## src/rtl/display_port.sv

```systemverilog
// Memory-mapped display output port: buffers CPU writes in a small FIFO and
// presents each value for HOLD cycles so rapid writes remain visible.
module display_port #(
  parameter int unsigned WORD_W = 8,
  parameter int unsigned DEPTH  = 4,
  parameter int unsigned HOLD   = 16,
  parameter logic [WORD_W-1:0] PORT_ADDR = WORD_W'('hFE),
  parameter logic [WORD_W-1:0] CTRL_ADDR = WORD_W'('hFF)
) (
  input  logic                     clock,
  input  logic                     reset,
  input  logic [WORD_W-1:0]        address,
  input  logic [WORD_W-1:0]        sysbus,
  input  logic                     CS,
  input  logic                     R_NW,
  output logic [WORD_W-1:0]        display,
  output logic                     showing,
  output logic [$clog2(DEPTH):0]   level,
  output logic                     overflow
);

  localparam int unsigned PTR_W = $clog2(DEPTH);
  localparam int unsigned LVL_W = PTR_W + 1;
  localparam int unsigned CNT_W = (HOLD > 1) ? $clog2(HOLD) : 1;

  typedef enum logic {IDLE, SHOW} state_t;

  state_t             state, state_nxt;
  logic [CNT_W-1:0]   cnt, cnt_nxt;
  logic               showing_nxt;
  logic               pop_c;

  logic [WORD_W-1:0]  mem [DEPTH];
  logic [PTR_W-1:0]   wr_ptr, rd_ptr;
  logic               wr_q;

  logic               wr_c, accept_c, push_req_c, push_c, drop_c, ctrl_c;

  // Only the first cycle of a write strobe counts; fullness uses the pre-edge level.
  assign wr_c       = CS & ~R_NW;
  assign accept_c   = wr_c & ~wr_q;
  assign push_req_c = accept_c && (address == PORT_ADDR);
  assign push_c     = push_req_c && (level < LVL_W'(DEPTH));
  assign drop_c     = push_req_c && !push_c;
  assign ctrl_c     = accept_c && (address == CTRL_ADDR);

  always_ff @(posedge clock) begin
    if (reset) state <= IDLE;
    else       state <= state_nxt;
  end

  // Display sequencing: pop a value, then hold it for HOLD cycles.
  always_comb begin
    state_nxt   = state;
    cnt_nxt     = cnt;
    showing_nxt = 1'b0;
    pop_c       = 1'b0;
    case (state)
      IDLE: begin
        if (level != '0) begin
          pop_c       = 1'b1;
          cnt_nxt     = CNT_W'(HOLD - 1);
          showing_nxt = 1'b1;
          state_nxt   = SHOW;
        end
      end
      SHOW: begin
        showing_nxt = 1'b1;
        if (cnt != '0) begin
          cnt_nxt = cnt - CNT_W'(1);
        end else if (level != '0) begin
          pop_c   = 1'b1;
          cnt_nxt = CNT_W'(HOLD - 1);
        end else begin
          showing_nxt = 1'b0;
          state_nxt   = IDLE;
        end
      end
    endcase
  end

  always_ff @(posedge clock) begin
    if (push_c) mem[wr_ptr] <= sysbus;
  end

  always_ff @(posedge clock) begin
    if (reset) begin
      wr_q     <= 1'b0;
      wr_ptr   <= '0;
      rd_ptr   <= '0;
      level    <= '0;
      overflow <= 1'b0;
      display  <= '0;
      showing  <= 1'b0;
      cnt      <= '0;
    end else begin
      wr_q    <= wr_c;
      cnt     <= cnt_nxt;
      showing <= showing_nxt;
      if (push_c) wr_ptr <= wr_ptr + PTR_W'(1);
      if (pop_c) begin
        rd_ptr  <= rd_ptr + PTR_W'(1);
        display <= mem[rd_ptr];
      end
      case ({push_c, pop_c})
        2'b10:   level <= level + LVL_W'(1);
        2'b01:   level <= level - LVL_W'(1);
        default: level <= level;
      endcase
      // A drop on the same edge as a clear leaves the flag set.
      if (drop_c)      overflow <= 1'b1;
      else if (ctrl_c) overflow <= 1'b0;
    end
  end

endmodule
```

## config.mk

```make
export PLATFORM = sky130hd
export DESIGN_NAME = display_port
export DESIGN_NICKNAME = d
export VERILOG_FILES = /design/src/rtl/display_port.sv
export SDC_FILE = /design/constraint.sdc
export NUM_CORES = 1
export LEC_CHECK = 0
export BUFFER_PORTS_ARGS = -buffer_cell sky130_fd_sc_hd__buf_2
export CORE_ASPECT_RATIO = 1.2
export CORE_MARGIN = 8
export CORE_UTILIZATION = 45
export CTS_CLUSTER_SIZE = 24
export DETAILED_ROUTE_END_ITERATION = 12
export MAX_ROUTING_LAYER = met4
export PLACE_DENSITY_LB_ADDON = 0.3
export SLEW_MARGIN = 20
export SYNTH_ARGS = -nofsm -noshare
export SYNTH_HDL_FRONTEND = slang
export SYNTH_SLANG_ARGS = --single-unit
```

## constraint.sdc

```tcl
create_clock -name clock -period 2.92 [get_ports clock]
set_clock_uncertainty 0.15 [all_clocks]
set_input_delay 0.438 -clock clock [delete_from_list [all_inputs] [get_ports clock]]
set_output_delay 0.438 -clock clock [all_outputs]
set_load 0.1 [all_outputs]
```

After elaboration in Yosys (flattened, before gate mapping)
Memory sizes are Yosys's and may differ from the RTL's. A register that Yosys moved wholly into a read port is not among the register bits.
Cells that the tools add are included.

storage, ports and cells
  register bits = 14
  latch bits = 0
  bits in writable memories = 32
  memory bits (read-only) = 0
  input port bits = 20
  output and inout port bits = 13
  logic and storage cells = 45
  memories kept = 1

cells by class
  $add $sub $neg = 5
  $mul = 0
  div/mod/pow operators = 0
  order comparisons = 1
  equality and inequality tests = 4
  shift operators = 0
  multiplexer cells = 13
  bitwise gates (word level) = 5
  reductions and logical operators = 9

memory list
  name  depth  width  read ports  clocked after memory_dff  wr ports  RTL line  RTL
  mem   4      8      1           1                         1         33        logic [WORD_W-1:0] mem [DEPTH];

operators with widths
  operator                                                             count
  8-bit == test (second input constant)                                2
  4-bit 2-to-1 mux                                                     2
  4-bit one-hot mux with 2 select lines                                1
  1-bit 2-to-1 mux                                                     7
  3-bit one-hot mux with 2 select lines                                1
  2-bit by 1-bit adder with 2-bit output (second input constant)       2
  1-bit logical AND                                                    4
  1-bit one-hot mux with 2 select lines                                2
  2-bit nonzero test                                                   2
  4-bit nonzero test                                                   1
  4-bit by 1-bit subtractor with 4-bit output (second input constant)  1
  3-bit by 1-bit adder with 3-bit output (second input constant)       1
  3-bit < comparator (second input constant)                           1
  1-bit NOT                                                            3
  3-bit nonzero test                                                   1
  3-bit by 1-bit subtractor with 3-bit output (second input constant)  1
  1-bit bitwise AND                                                    2
  2-bit by 1-bit == test with 1-bit output (second input constant)     1
  2-bit == test (second input constant)                                1
  1-bit zero test                                                      1

Depth between registers and ports, before layout
  depth after elaboration = 8
  gate-level depth with buffers = 10
  mapped depth without buffers = 10

Worst setup path after synthesis
No wires, ideal clock.

  kind = reg-to-reg
  start point = register level[2]
  end point = register level[2]
  library setup time = 0.071 ns
  data arrival time = 2.600 ns
  data required time = 2.699 ns
  path slack = 0.099 ns
  stages on the path, launching flop included = 9
  buffers on the path = 0
  clock period less this slack = 2.821 ns
  cell sequence = dfxtp_1 > nor3_1 > a21oi_1 > ha_1 > inv_1 > fa_1 > xor2_1 > or3_1 > a21oi_1

on the way
  word-level cells in the longest chain between the ends = 6
  elaborated cells between the ends (all ways) = 12
  those cells by class = add/sub (2); order compare (1); eq/ne (2); mux (4); reduce/logical (3)

ends and longest elaborated chain
  element                                                                      RTL line  RTL
  from (decl)                                                                  18        output logic [$clog2(DEPTH):0] level,
  from (signal assigned)                                                       106       2'b10: level <= level + LVL_W'(1);
  from (signal assigned)                                                       107       2'b01: level <= level - LVL_W'(1);
  from (signal assigned)                                                       108       default: level <= level;
  3-bit nonzero test (*)                                                       60, 71
  1-bit 2-to-1 mux (*)                                                         60, 71
  1-bit 2-to-1 mux                                                             69        if (cnt != '0) begin
  1-bit one-hot mux with 2 select lines (*)                                    58        case (state)
  via pop_c                                                                    31        logic pop_c;
  2-bit by 1-bit == test with 1-bit output or 2-bit == test (tied branches)    105       case ({push_c, pop_c})
  3-bit one-hot mux with 2 select lines or 2-bit nonzero test (tied branches)  n/a

The timed path passes the listed nets; every way through them passes the cells marked *.
A chain may end at the register's enable or synchronous reset.

Final worst setup path
  start point = register cnt[0]
  end point = register level[2]

on the way
  word-level cells in the longest chain between the ends = 5
  elaborated cells between the ends (all ways) = 7
  those cells by class = eq/ne (2); mux (3); reduce/logical (2)

ends and longest elaborated chain
  element                                                                      RTL line  RTL
  from (decl)                                                                  29        logic [CNT_W-1:0] cnt, cnt_nxt;
  from (signal assigned)                                                       98        cnt <= cnt_nxt;
  4-bit nonzero test (*)                                                       69
  1-bit 2-to-1 mux (*)                                                         69
  1-bit one-hot mux with 2 select lines (*)                                    58
  via pop_c                                                                    31
  2-bit by 1-bit == test with 1-bit output or 2-bit == test (tied branches)    105
  3-bit one-hot mux with 2 select lines or 2-bit nonzero test (tied branches)  n/a

Marks and branches as above.

==> qor.yml <==
sta:
  maxClockFrequency_mhz: 369.7
  max_slew.worst_pin.slew_ps: 626.9
  finalHoldViolCount: 0
  setup_tns_ps: 0
  minimum_clock_period_ps: 2705
  final.setup.worst_slack_ps: 215.0
  final.hold.worst_slack_ps: 192.6
  slew-limit-headroom_pct: 58.15
  setup_repair_after_global_routing_missed_its_margin: "no"
  final-max-slew-violation-count: 0
  min_period_over_period_pct: 92.64
  finalSetupViolations: 0
critical_path:
  critPathMaxStageDelay_ps: 380
  kind_of_cell_adding_the_most_delay_to_the_critical_path: "adder cells"
  cp_max_fo: 4
  critical_path_data_required_time_ps: 3010
  timing.critical_path.arrival_ps: 2790
  setup.worst_path.end_class: "flop"
  setup.worst_path.class: "flop to flop"
  crit_chain: "inv_1, ha_1, or3b_4, a21oi_1, ha_1, inv_1, fa_1, xor2_1, or3_1, a21oi_1"
  critical_path.n_buffers_inverters: 2
  slowest_stage: "or3b_4"
  crit_path_start_kind: "flop"
floorplan:
  die_height_um: 96.46
  start_util_pct: 46.14
  horiz_die_dim_um: 83.05
  floorplan.io_pins: 33
  die_area_um2: 8010
  placementRows: 29
  core_region_area_um2: 5261
grt:
  grt_util_all_layers_pct: 11.61
  antenna_found_initial: 0
  grt_pass1_vias: 1497
  grt_overflow: 0
  grt_start_max_net_pins: 25
  grt_pass1_wl_um: 7314
route:
  antenna_left: 0
  post_drt_wl_per_cell_um: 15.60
  wl_um: 4414
  drtIter0Drc: 78
  routed-via-count: 1532
  post_drt_via_cell_ratio: 5.413
  drc_errors_left: 0
  drt_pre_antenna_iters: 6
power:
  p_seq_share_pct: 49.1
  power-per-cell-area_nw_per_um2: 657.7
  cell_internal_pwr_mw: 1.193
  power.share.switching_pct: 33.68
  irDropWorstVdd_mv: 0.3626
  total_leakage_power_nw: 0.9966
  comb_power_share_pct: 26.5
  pwr-share-clk_pct: 24.4
  switching_power_uw: 605.8
synthesis:
  synth_largest_area_cell: "edfxtp_1"
  synthesis.area_um2: 2427
  postSynth.topFlopCell: "edfxtp_1"
  synthesis.instances: 188
  syn_area_per_cell_um2: 12.91
  asyncSetResetFlopFracSynth_pct: 0
  synth_top_area_share_pct: 39.59
  yosysUniqueCellTypes: 44
  synth.top_cells.by_area: "edfxtp_1 (40%), dfxtp_1 (18%), mux4_2 (7.4%)"
  postSynthNetCount: 216
  synth.yosys.seq_area_share_pct: 57.73
  ys_seq_elements: 54
  yosys_warnings: 0
  synth-edff-count: 32
finish:
  num-nets-final: 248
  area.growth.synth_to_final_pct: 12.68
  drive_above_1_share_pct: 27.60
  area.sequential_um2: 1401
  multi_input_comb_area_um2: 939.7
  n_fill_cell: 466
  final_antenna_diode_count: 0
place:
  port_buffers: 32
  place_congestion: 0.8005
  place_hpwl_um: 3156
  post-place-ws_ps: 216.8
clock_network:
  clock_tree.htree_level_count: 2
  clock_latency_at_the_later_pin_of_the_worst_skew_pair_ps: 300
  cts_tree: "yes"
  clock_tree.buffer_depth: 2
  clock_transition_time_at_the_flip_flop_clock_pins_of_the_worst_setup_and_hold_paths_ps: 90
  cts_hold_repair.buffers: 0
  post-cts-setup-buffer-count: 0
  ctsRootBufferMaster: "clkbuf_8"
  cts-buffers-inserted: 5
  cts.sinks: 54
  cts.repair.resized: 0
run:
  max_capacitance_violation_total: 0
worst_hold_path:
  timing.hold.worst.class: "input port to flop"
status:
  run_status: "complete, no violations"
[worst register-to-register path, cell delays in order, from the launching register on]
cell	delay, ps
dfxtp_1	320
inv_1	110
ha_1	200
or3b_4	380
a21oi_1	210
ha_1	220
inv_1	70
fa_1	370
xor2_1	160
or3_1	310
a21oi_1	140
[per-stage QoR]
step	power (mW)	utilization [%]	std cells	cell area, um2
after global placement	1.377	50.08	275	2635
after CTS	1.816	51.99	283	2735
after floorplan	1.291	-	188	2427
after global routing	1.890	51.99	283	2735
final	1.799	51.99	283	2735
after detailed placement	1.382	50.08	275	2635
[cells in the mapped netlist (2+ instances only)]
cell type  number
o31ai_1         3
edfxtp_1       32
dfxtp_1        22
nand2_1         9
clkbuf_1        4
xor2_1          2
mux4_2          8
nor2b_1        10
or3_1           2
nor3_1          2
a31oi_1         3
buf_2           3
mux2_2          2
nand3_1        16
nand4_1         3
o21ai_0         2
nor2_1          6
o2111ai_1       8
and2_1          4
inv_1          10
a21oi_1         7
ha_1            7
nor4b_1         2
[worst paths after layout]
kind	from	endpoint	slack, ps	depth (start not counted)
setup / recovery	cnt[0]	level[2]	220	10
hold / removal	address[0]	overflow	190	2
setup reg to reg	cnt[0]	level[2]	220	10
hold reg to reg	wr_ptr[0]	wr_ptr[0]	370	2
[cell usage in the layout, fill, tap and decap left out, drive strengths merged, types with 2 or more instances in the layout]
master / instances
edfxtp: 32
or3: 2
o2111ai: 8
and2: 4
mux4: 8
nor2b: 10
buf: 34
ha: 7
nor2: 6
o31ai: 3
nand4: 3
nand3: 16
a31oi: 3
nor3: 3
clkbuf: 6
dfxtp: 22
mux2: 2
clkinv: 3
nor4b: 2
xor2: 2
inv: 10
a21oi: 7
nand2: 9
o21ai: 2
[cells by family (layout without fill, tap and decap cells)]
| kind of cell | count (synthesis) | count (layout) | synth area share, % |
|---|---|---|---|
| muxes | 10 | 10 | 8.350 |
| DFF | 54 | 54 | 57.73 |
| buffers and inverters | 20 | 53 | 3.556 |
| AOI/OAI and AO/OA | 29 | 29 | 9.021 |
| and+or+nand+nor | 65 | 65 | 16.19 |
| xor gates and xnor gates | 2 | 2 | 0.7218 |
| adders and majority gates | 8 | 8 | 4.433 |
[power by group through the flow]
stage          combinational [mW]  clock, mW  sequential [mW]
4_1_cts                     0.480      0.451            0.886
5_1_grt                     0.514      0.481            0.894
2_1_floorplan               0.284          0             1.01
3_5_place_dp                0.479          0            0.903
3_3_place_gp                0.475          0            0.902
6_report                    0.477      0.438            0.884
[layout make-up]
cell class                      count  area share, %
Sequential cell                    54          51.24
Multi-Input combinational cell    114          34.36
Timing Repair Buffer               34          6.404
Clock buffer                        6          3.019
Tap cell                           62          2.836
Inverter                           11          1.510
Clock inverter                      2         0.6404
[registers in the layout (all words and copies together), names as in the netlist]
signal,flops
cnt,4
display,8
level,3
mem,32
overflow,1
rd_ptr,2
showing,1
wr_ptr,2
wr_q,1
[metal layers]
metal | vias to the layer above | global-route usage (%) | part of all wire, % | routed length (um)
li1 | 776 | - | - | -
met1 | 718 | 12.91 | 44 | 1933
met2 | 32 | 19.53 | 51 | 2240
met3 | 6 | 2.852 | 4.0 | 177
met4 | 0 | 5.279 | 1.4 | 62
met5 | - | - | 0 | 0
Power figures use the tool's default switching activity.
